## config.mk

```make
export PLATFORM = sky130hd
export DESIGN_NAME = popcount_frame_acc_flat
export DESIGN_NICKNAME = d
export VERILOG_FILES = /design/src/rtl/popcount_frame_acc_if.sv /design/src/rtl/popcount_frame_acc.sv /design/src/flat_wrapper.sv
export SDC_FILE = /design/constraint.sdc
export NUM_CORES = 1
export LEC_CHECK = 0
export CAP_MARGIN = 10
export CORE_MARGIN = 5
export CORE_UTILIZATION = 48
export DETAILED_ROUTE_END_ITERATION = 7
export PLACE_DENSITY = 0.79
export SLEW_MARGIN = 0
export SYNTH_ARGS = -nofsm -noshare
export SYNTH_HDL_FRONTEND = slang
export SYNTH_SLANG_ARGS = --single-unit
```

## constraint.sdc

```tcl
create_clock -name clk -period 2.3 [get_ports clk]
set_clock_uncertainty 0.1 [all_clocks]
set_input_delay 0.46 -clock clk [delete_from_list [all_inputs] [get_ports clk]]
set_output_delay 0.46 -clock clk [all_outputs]
set_load 0.02 [all_outputs]
```

## src/rtl/popcount_frame_acc_if.sv

```systemverilog
// Handshake bundle for popcount_frame_acc: start, per-beat count input and frame-total output.
// master drives the block's inputs; slave is the accumulator side.
interface popcount_frame_acc_if #(
  parameter int WIDTH = 8
);
  logic             start;
  logic             in_valid;
  logic [1:0]       in_cnt;
  logic             in_ready;
  logic             out_valid;
  logic [WIDTH-1:0] out_sum;
  logic             out_ready;
  logic             busy;
  logic             ovf;

  modport master (
    output start, in_valid, in_cnt, out_ready,
    input  in_ready, out_valid, out_sum, busy, ovf
  );

  modport slave (
    input  start, in_valid, in_cnt, out_ready,
    output in_ready, out_valid, out_sum, busy, ovf
  );
endinterface

```

## src/rtl/popcount_frame_acc.sv

```systemverilog
// Frame accumulator for 2-bit popcount beats: sums FRAME_LEN beats and holds the total.
// Define POPACC_SAT_EN to saturate the accumulator instead of wrapping modulo 2^WIDTH.
module popcount_frame_acc #(
  parameter int WIDTH     = 8,
  parameter int FRAME_LEN = 16
) (
  input  logic                 clk,
  input  logic                 rst,
  popcount_frame_acc_if.slave  bus
);

  localparam int CNT_W = $clog2(FRAME_LEN + 1);
  localparam logic [CNT_W-1:0] LAST_BEAT = CNT_W'(FRAME_LEN - 1);

  typedef enum logic [1:0] {
    IDLE  = 2'd0,
    ACCUM = 2'd1,
    HOLD  = 2'd2
  } state_t;

  state_t           state_q;
  state_t           state_d;
  logic [WIDTH-1:0] acc_p1;
  logic             ovf_p1;
  logic [CNT_W-1:0] beat_q;
  logic             beat_fire;
  logic             clear;
  logic [WIDTH:0]   sum_p0;

  // One bit of headroom so the carry out of the top accumulator bit is visible.
  function automatic logic [WIDTH:0] add_beat(input logic [WIDTH-1:0] acc,
                                               input logic [1:0]       cnt);
    return {1'b0, acc} + {{(WIDTH-1){1'b0}}, cnt};
  endfunction

  function automatic logic [WIDTH-1:0] limit_sum(input logic [WIDTH:0] sum);
`ifdef POPACC_SAT_EN
    return sum[WIDTH] ? {WIDTH{1'b1}} : sum[WIDTH-1:0];
`else
    return sum[WIDTH-1:0];
`endif
  endfunction

  assign beat_fire = (state_q == ACCUM) && bus.in_valid;
  assign clear     = (state_q == IDLE) && bus.start;
  assign sum_p0    = add_beat(acc_p1, bus.in_cnt);

  always_comb begin
    state_d = state_q;
    case (state_q)
      IDLE:    if (bus.start) state_d = ACCUM;
      ACCUM:   if (bus.in_valid && (beat_q == LAST_BEAT)) state_d = HOLD;
      HOLD:    if (bus.out_ready) state_d = IDLE;
      default: state_d = IDLE;
    endcase
  end

  always_ff @(posedge clk) begin
    if (rst) state_q <= IDLE;
    else     state_q <= state_d;
  end

  // Beat stage: running sum, sticky overflow and beat count register here.
  always_ff @(posedge clk) begin
    if (rst || clear) begin
      acc_p1 <= '0;
      ovf_p1 <= 1'b0;
      beat_q <= '0;
    end else if (beat_fire) begin
      acc_p1 <= limit_sum(sum_p0);
      ovf_p1 <= ovf_p1 | sum_p0[WIDTH];
      beat_q <= beat_q + CNT_W'(1);
    end
  end

  assign bus.in_ready  = (state_q == ACCUM);
  assign bus.out_valid = (state_q == HOLD);
  assign bus.busy      = (state_q != IDLE);
  assign bus.out_sum   = acc_p1;
  assign bus.ovf       = ovf_p1;

endmodule

```

## src/flat_wrapper.sv

```systemverilog
// flat-port wrapper written by rule: the top's interface ports become plain ports
module popcount_frame_acc_flat 
#(
  parameter int WIDTH     = 8,
  parameter int FRAME_LEN = 16
)
  (clk, rst, bus_start, bus_in_valid, bus_in_cnt, bus_out_ready, bus_in_ready, bus_out_valid, bus_out_sum, bus_busy, bus_ovf);
  popcount_frame_acc_if #(.WIDTH(WIDTH)) bus_i ();
  input  logic clk;
  input  logic rst;
  input wire logic [$bits(bus_i.start)-1:0] bus_start;
  input wire logic [$bits(bus_i.in_valid)-1:0] bus_in_valid;
  input wire logic [$bits(bus_i.in_cnt)-1:0] bus_in_cnt;
  input wire logic [$bits(bus_i.out_ready)-1:0] bus_out_ready;
  output wire logic [$bits(bus_i.in_ready)-1:0] bus_in_ready;
  output wire logic [$bits(bus_i.out_valid)-1:0] bus_out_valid;
  output wire logic [$bits(bus_i.out_sum)-1:0] bus_out_sum;
  output wire logic [$bits(bus_i.busy)-1:0] bus_busy;
  output wire logic [$bits(bus_i.ovf)-1:0] bus_ovf;
  assign bus_i.start = bus_start;
  assign bus_i.in_valid = bus_in_valid;
  assign bus_i.in_cnt = bus_in_cnt;
  assign bus_i.out_ready = bus_out_ready;
  assign bus_in_ready = bus_i.in_ready;
  assign bus_out_valid = bus_i.out_valid;
  assign bus_out_sum = bus_i.out_sum;
  assign bus_busy = bus_i.busy;
  assign bus_ovf = bus_i.ovf;
  popcount_frame_acc #(.WIDTH(WIDTH), .FRAME_LEN(FRAME_LEN)) u_core (.clk(clk), .rst(rst), .bus(bus_i));
endmodule
```

# --- Word level (Yosys, flattened, before mapping) ---
# Index checks and enable logic that the tools add are counted.
totals:
  regBits: 16
  latch_bits: 0
  ram_bits: 0
  romBits: 0
  output_inout_bits: 12
  wordCells: 24
  n_memories: 0
classes:
  addsub: 2
  n_mul: 0
  div: 0
  order_cmp: 0
  n_eq_ne: 6
  n_shift: 0
  mux: 4
  n_bitwise: 1
  n_reduce_logical: 7
op_table:
  columns: ["operator", "count"]
  rows:
  - ["8-bit by 2-bit adder with 9-bit output", 1]
  - ["2-bit two-way mux", 3]
  - ["2-bit case mux with 3 select lines", 1]
  - ["5-bit by 1-bit adder with 5-bit output (second input constant)", 1]
  - ["5-bit by 4-bit == test with 1-bit output (second input constant)", 1]
  - ["2-bit inequality test (second input constant)", 2]
  - ["1-bit logical AND", 3]
  - ["3-bit AND reduction", 1]
  - ["2-bit by 1-bit == test with 1-bit output (second input constant)", 1]
  - ["2-bit == test (second input constant)", 1]
  - ["2-bit logical NOT", 1]
  - ["2-bit by 1-bit inequality test with 1-bit output (second input constant)", 1]
  - ["2-bit nonzero test", 1]
  - ["1-bit logical OR", 1]
  - ["1-bit OR", 1]

# --- Longest topological paths before layout ---
logic_depth:
  ltp_word: 4
  mapped_depth: 6
  ltp_nobuf: 6

# --- Worst setup path before layout ---
# OpenSTA, ideal clock, no wires.
synth_timing:
  kind: "register to register"
  startpoint: "register u_core.acc_p1[0], in the netlist u_core.bus.out_sum[0]"
  endpoint: "register u_core.ovf_p1, in the netlist u_core.bus.ovf"
  arrival_time_ns: 1.789
  slack_ns: 0.345
  path_stages_with_launch: 6
  n_path_buf: 0
  synth_period_minus_slack_ns: 1.955
  cell_sequence: "dfxtp_1 > ha_1 > inv_1 > fa_1 > or4_4 > a21oi_2"
synth_via:
  elab_chain_cells: 2
synth_lines:
  columns: ["element", "line", "source"]
  rows:
  - ["from (decl)", "popcount_frame_acc.sv:23", "logic [WIDTH-1:0] acc_p1;"]
  - ["from (signal assigned)", "popcount_frame_acc.sv:70", "acc_p1 <= limit_sum(sum_p0);"]
  - ["8-bit by 2-bit adder with 9-bit output", "popcount_frame_acc.sv:33", "return {1'b0, acc} + {{(WIDTH-1){1'b0}}, cnt};"]
  - ["1-bit OR", "popcount_frame_acc.sv:71", "ovf_p1 <= ovf_p1 | sum_p0[WIDTH];"]
  - ["to (signal assigned)", "popcount_frame_acc.sv:71", null]
  - ["to (decl)", "popcount_frame_acc.sv:24", "logic ovf_p1;"]
# Every way passes these cells.
# A chain may end at the register's enable or synchronous reset.

# --- Final worst setup path ---
layout_timing:
  startpoint: "input bus_in_cnt[0]"
  endpoint: "register u_core.ovf_p1, in the netlist u_core.bus.ovf"
layout_via:
  elab_chain_cells: 2
layout_lines:
  columns: ["element", "line", "source"]
  rows:
  - ["from (decl)", "flat_wrapper.sv:13", "input wire logic [$bits(bus_i.in_cnt)-1:0] bus_in_cnt;"]
  - ["8-bit by 2-bit adder with 9-bit output", "popcount_frame_acc.sv:33", null]
  - ["1-bit OR", "popcount_frame_acc.sv:71", null]
# Every way passes these cells.

==> results.yml <==
critical_path:
  reg2reg_from: "u_core.bus.out_sum[0]$_SDFFE_PP0P_"
  max_stage_delay_ns: 0.56
  path_buf_inv: 2
  crit_required_ns: 2.43
  r2r-end: "u_core.bus.ovf$_SDFFE_PP0P_"
  crit_type: "in2reg"
  critPathMaxFanout: 5
  crit_path_start_kind: "primary input"
  cp_slowest_cell: "or4_4"
  arrival_ns: 2.25
  cp_num_cells: 6
  r2r_slack_ns: 0.42
  cp_cell_sequence: "clkdlybuf4s50_1, ha_1, inv_1, fa_1, or4_4, a21oi_2"
  crit_family: "adder cells"
  worst_setup_path_end_kind: "register"
  rr_worst_depth: 5
flow_run:
  cap_viol_max_count: 0
worst_hold_path:
  worst_hold_path.num_cells: 2
  hold_class: "reg2reg"
  holdCritStartpoint: "u_core.bus.ovf$_SDFFE_PP0P_"
  hold-path-endpoint: "u_core.bus.ovf$_SDFFE_PP0P_"
synthesis:
  synth-edff-count: 0
  synth_commonest_cells: "16 x dfxtp_1, 7 x a21oi_1, 7 x inv_1, 6 x nand2_1, 5 x nor2_1"
  synth-warning-count: 0
  synth_most_common_cell: "dfxtp_1"
  syn_nets: 103
  syn_area_per_cell_um2: 9.31
  synth.area.top_cells: "dfxtp_1 38%, ha_1 5.9%, a21oi_1 4.1%"
  ys_seq_elements: 16
  async_reset_ff_share_pct: 0
  synthCells: 91
  yosys.area.top_type: "dfxtp_1"
  synth_top_area_share_pct: 37.8
  ys.flop_type: "dfxtp_1"
  seq_area_frac_synth_pct: 37.8
  ys_types: 35
  syn-cell-area_um2: 847
power_and_ir_drop:
  p_leak_nw: 0.374
  ir_worst_vdd_uv: 372
  powerDensity_nw_per_um2: 492
cells_and_area:
  diodes: 0
  final_layout_size_suffix_gt1_share_pct: 14.4
  fin_nets: 124
  fillers: 139
  final_cell_area_um2: 1090
  area_growth_pct: 28.2
clock_tree:
  clkTransAtPathRegs_ns: 0.09
  clock-sinks: 16
  cts_tree: "yes"
  insertion_delay_ns: 0.29
  cts_made_buffers: 3
  cts_setup_buffers: 0
  ctsHtreeMaxLevel: 1
  cts_buffer_depth: 2
  root_buffer: "clkbuf_4"
grt:
  grt_pass1_wl_mm: 2.83
  grt_antenna_before_repair: 0
  grt_usage_pct: 14.4
  grt.overflow.total: 0
  grt_max_degree: 16
  first_global_vias: 677
routing:
  wl_mm: 1.64
  drtIter0Drc: 7
  vias: 719
  ant_nets: 0
  dr.pass1.iters: 4
  drc: 0
  drt-vias-per-instance: 5.29
  wl_per_cell_um: 12.0
sta:
  fin_crit_ns: 2.13
  setup_viol: 0
  setup_slack_ns: 0.172
  min_period_over_period_pct: 92.5
  fmax_ghz: 0.470
  tightestPinTransition_ns: 0.450
  slew_headroom_pct: 70.0
  hold_viol_final: 0
  rsz0062_at_grt: "false"
  slew_viol_final: 0
floorplan:
  fp-row-count: 15
  ios: 19
  start_util_pct: 49.6
  chipHeight_um: 52.0
  die_area_um2: 2710
  die_x_um: 52.0
  core_um2: 1710
place:
  numPortBuffers: 18
  place_area_um2: 1050
  dp_slack_ns: -0.127
  dp_hpwl_mm: 1.25
  place.gp.congestion: 0.769
run_status:
  status: "complete, no violations"
[what timing repair did]
action                     in CTS  in global routing
hold endpoints to repair        0                  0
hold buffers                    0                  0
setup endpoints to repair       0                  1
resized for setup               0                  1
[stage by stage]
stage	std cells	power (mW)	hold WS (ns)	TNS (ns)	util (%)
after floorplan	91	0.329	0.354	0	-
after global placement	132	0.353	0.351	-0.203	61.4
after detailed placement	132	0.355	0.356	-0.288	61.4
after CTS	136	0.544	0.371	0	63.5
after global routing	136	0.567	0.392	0	63.6
final	136	0.534	0.365	0	63.6
[worst max-delay path by stage]
stage / from / to / slack (ns)
floorplan: u_core.bus.out_sum[0]$_SDFFE_PP0P_ / u_core.bus.ovf$_SDFFE_PP0P_ / 0.34
global placement: bus_in_cnt[0] / u_core.bus.ovf$_SDFFE_PP0P_ / -0.09
detailed placement: bus_in_cnt[0] / u_core.bus.ovf$_SDFFE_PP0P_ / -0.13
CTS: u_core.state_q[0]$_SDFFE_PP0P_ / bus_in_ready / 0.07
global route: u_core.state_q[0]$_SDFFE_PP0P_ / bus_in_ready / 0.08
finish: bus_in_cnt[0] / u_core.bus.ovf$_SDFFE_PP0P_ / 0.17
[worst reg2reg max path, delay by kind of cell (launching register included)]
family                     cells  cell delay (ns)
adders and majority gates      2             0.61
and+or+nand+nor                1             0.56
DFF                            1             0.36
AOI/OAI and AO/OA              1             0.14
buffers and inverters          1             0.05
[power by group]
| group | internal, mW | switching (mW) |
|---|---|---|
| sequential | 0.281 | 0.00549 |
| clock | 0.0965 | 0.0885 |
| combinational | 0.0302 | 0.0318 |
| total | 0.408 | 0.126 |
[metal layers]
| metal | up-vias | track usage (%) | wire (µm) |
|---|---|---|---|
| li1 | 368 | - | - |
| met1 | 334 | 15.9 | 719 |
| met2 | 15 | 24.3 | 835 |
| met3 | 2 | 6.02 | 71 |
| met4 | 0 | 5.24 | 8 |
| met5 | - | 0 | 0 |
[flip-flops by register name, summed over array words and instances (netlist names)]
signal,cells
u_core.bus.out_sum,8
u_core.bus.ovf,1
u_core.beat_q,5
u_core.state_q,2
[placed cells by master (no fill, tap or decap), drive strengths merged, types with 2 or more instances in the layout]
cell and n:
mux2i 2, nor4 2, a211oi 2, ha 4, clkbuf 4, nand2 6, o31ai 3, nor2 5
dfxtp 16, or3 2, o21ai 3, nand3 4, clkdlybuf4s50 18, nand3b 3, inv 7, or4 4
or3b 3, a21oi 9
[kinds of logic after synthesis]
logic type	Yosys count	synth area share, %
XOR/XNOR	2	2.07
multiplexers	2	2.36
AND/OR/NAND/NOR	38	30.9
AO/OA/AOI/OAI	18	13.4
buffers and inverters	10	5.17
adder cells (fa/ha/maj)	5	8.27
flip-flops	16	37.8
[area by class of cell]
type | instances | area [µm²] | share of cell area, %
Inverter | 7 | 26.3 | 2.42
Tap cell | 25 | 31.3 | 2.88
Timing Repair Buffer | 19 | 188 | 17.3
Clock buffer | 4 | 36.3 | 3.34
Multi-Input combinational cell | 65 | 483 | 44.5
Sequential cell | 16 | 322 | 29.6
Power figures use the tool's default switching activity.
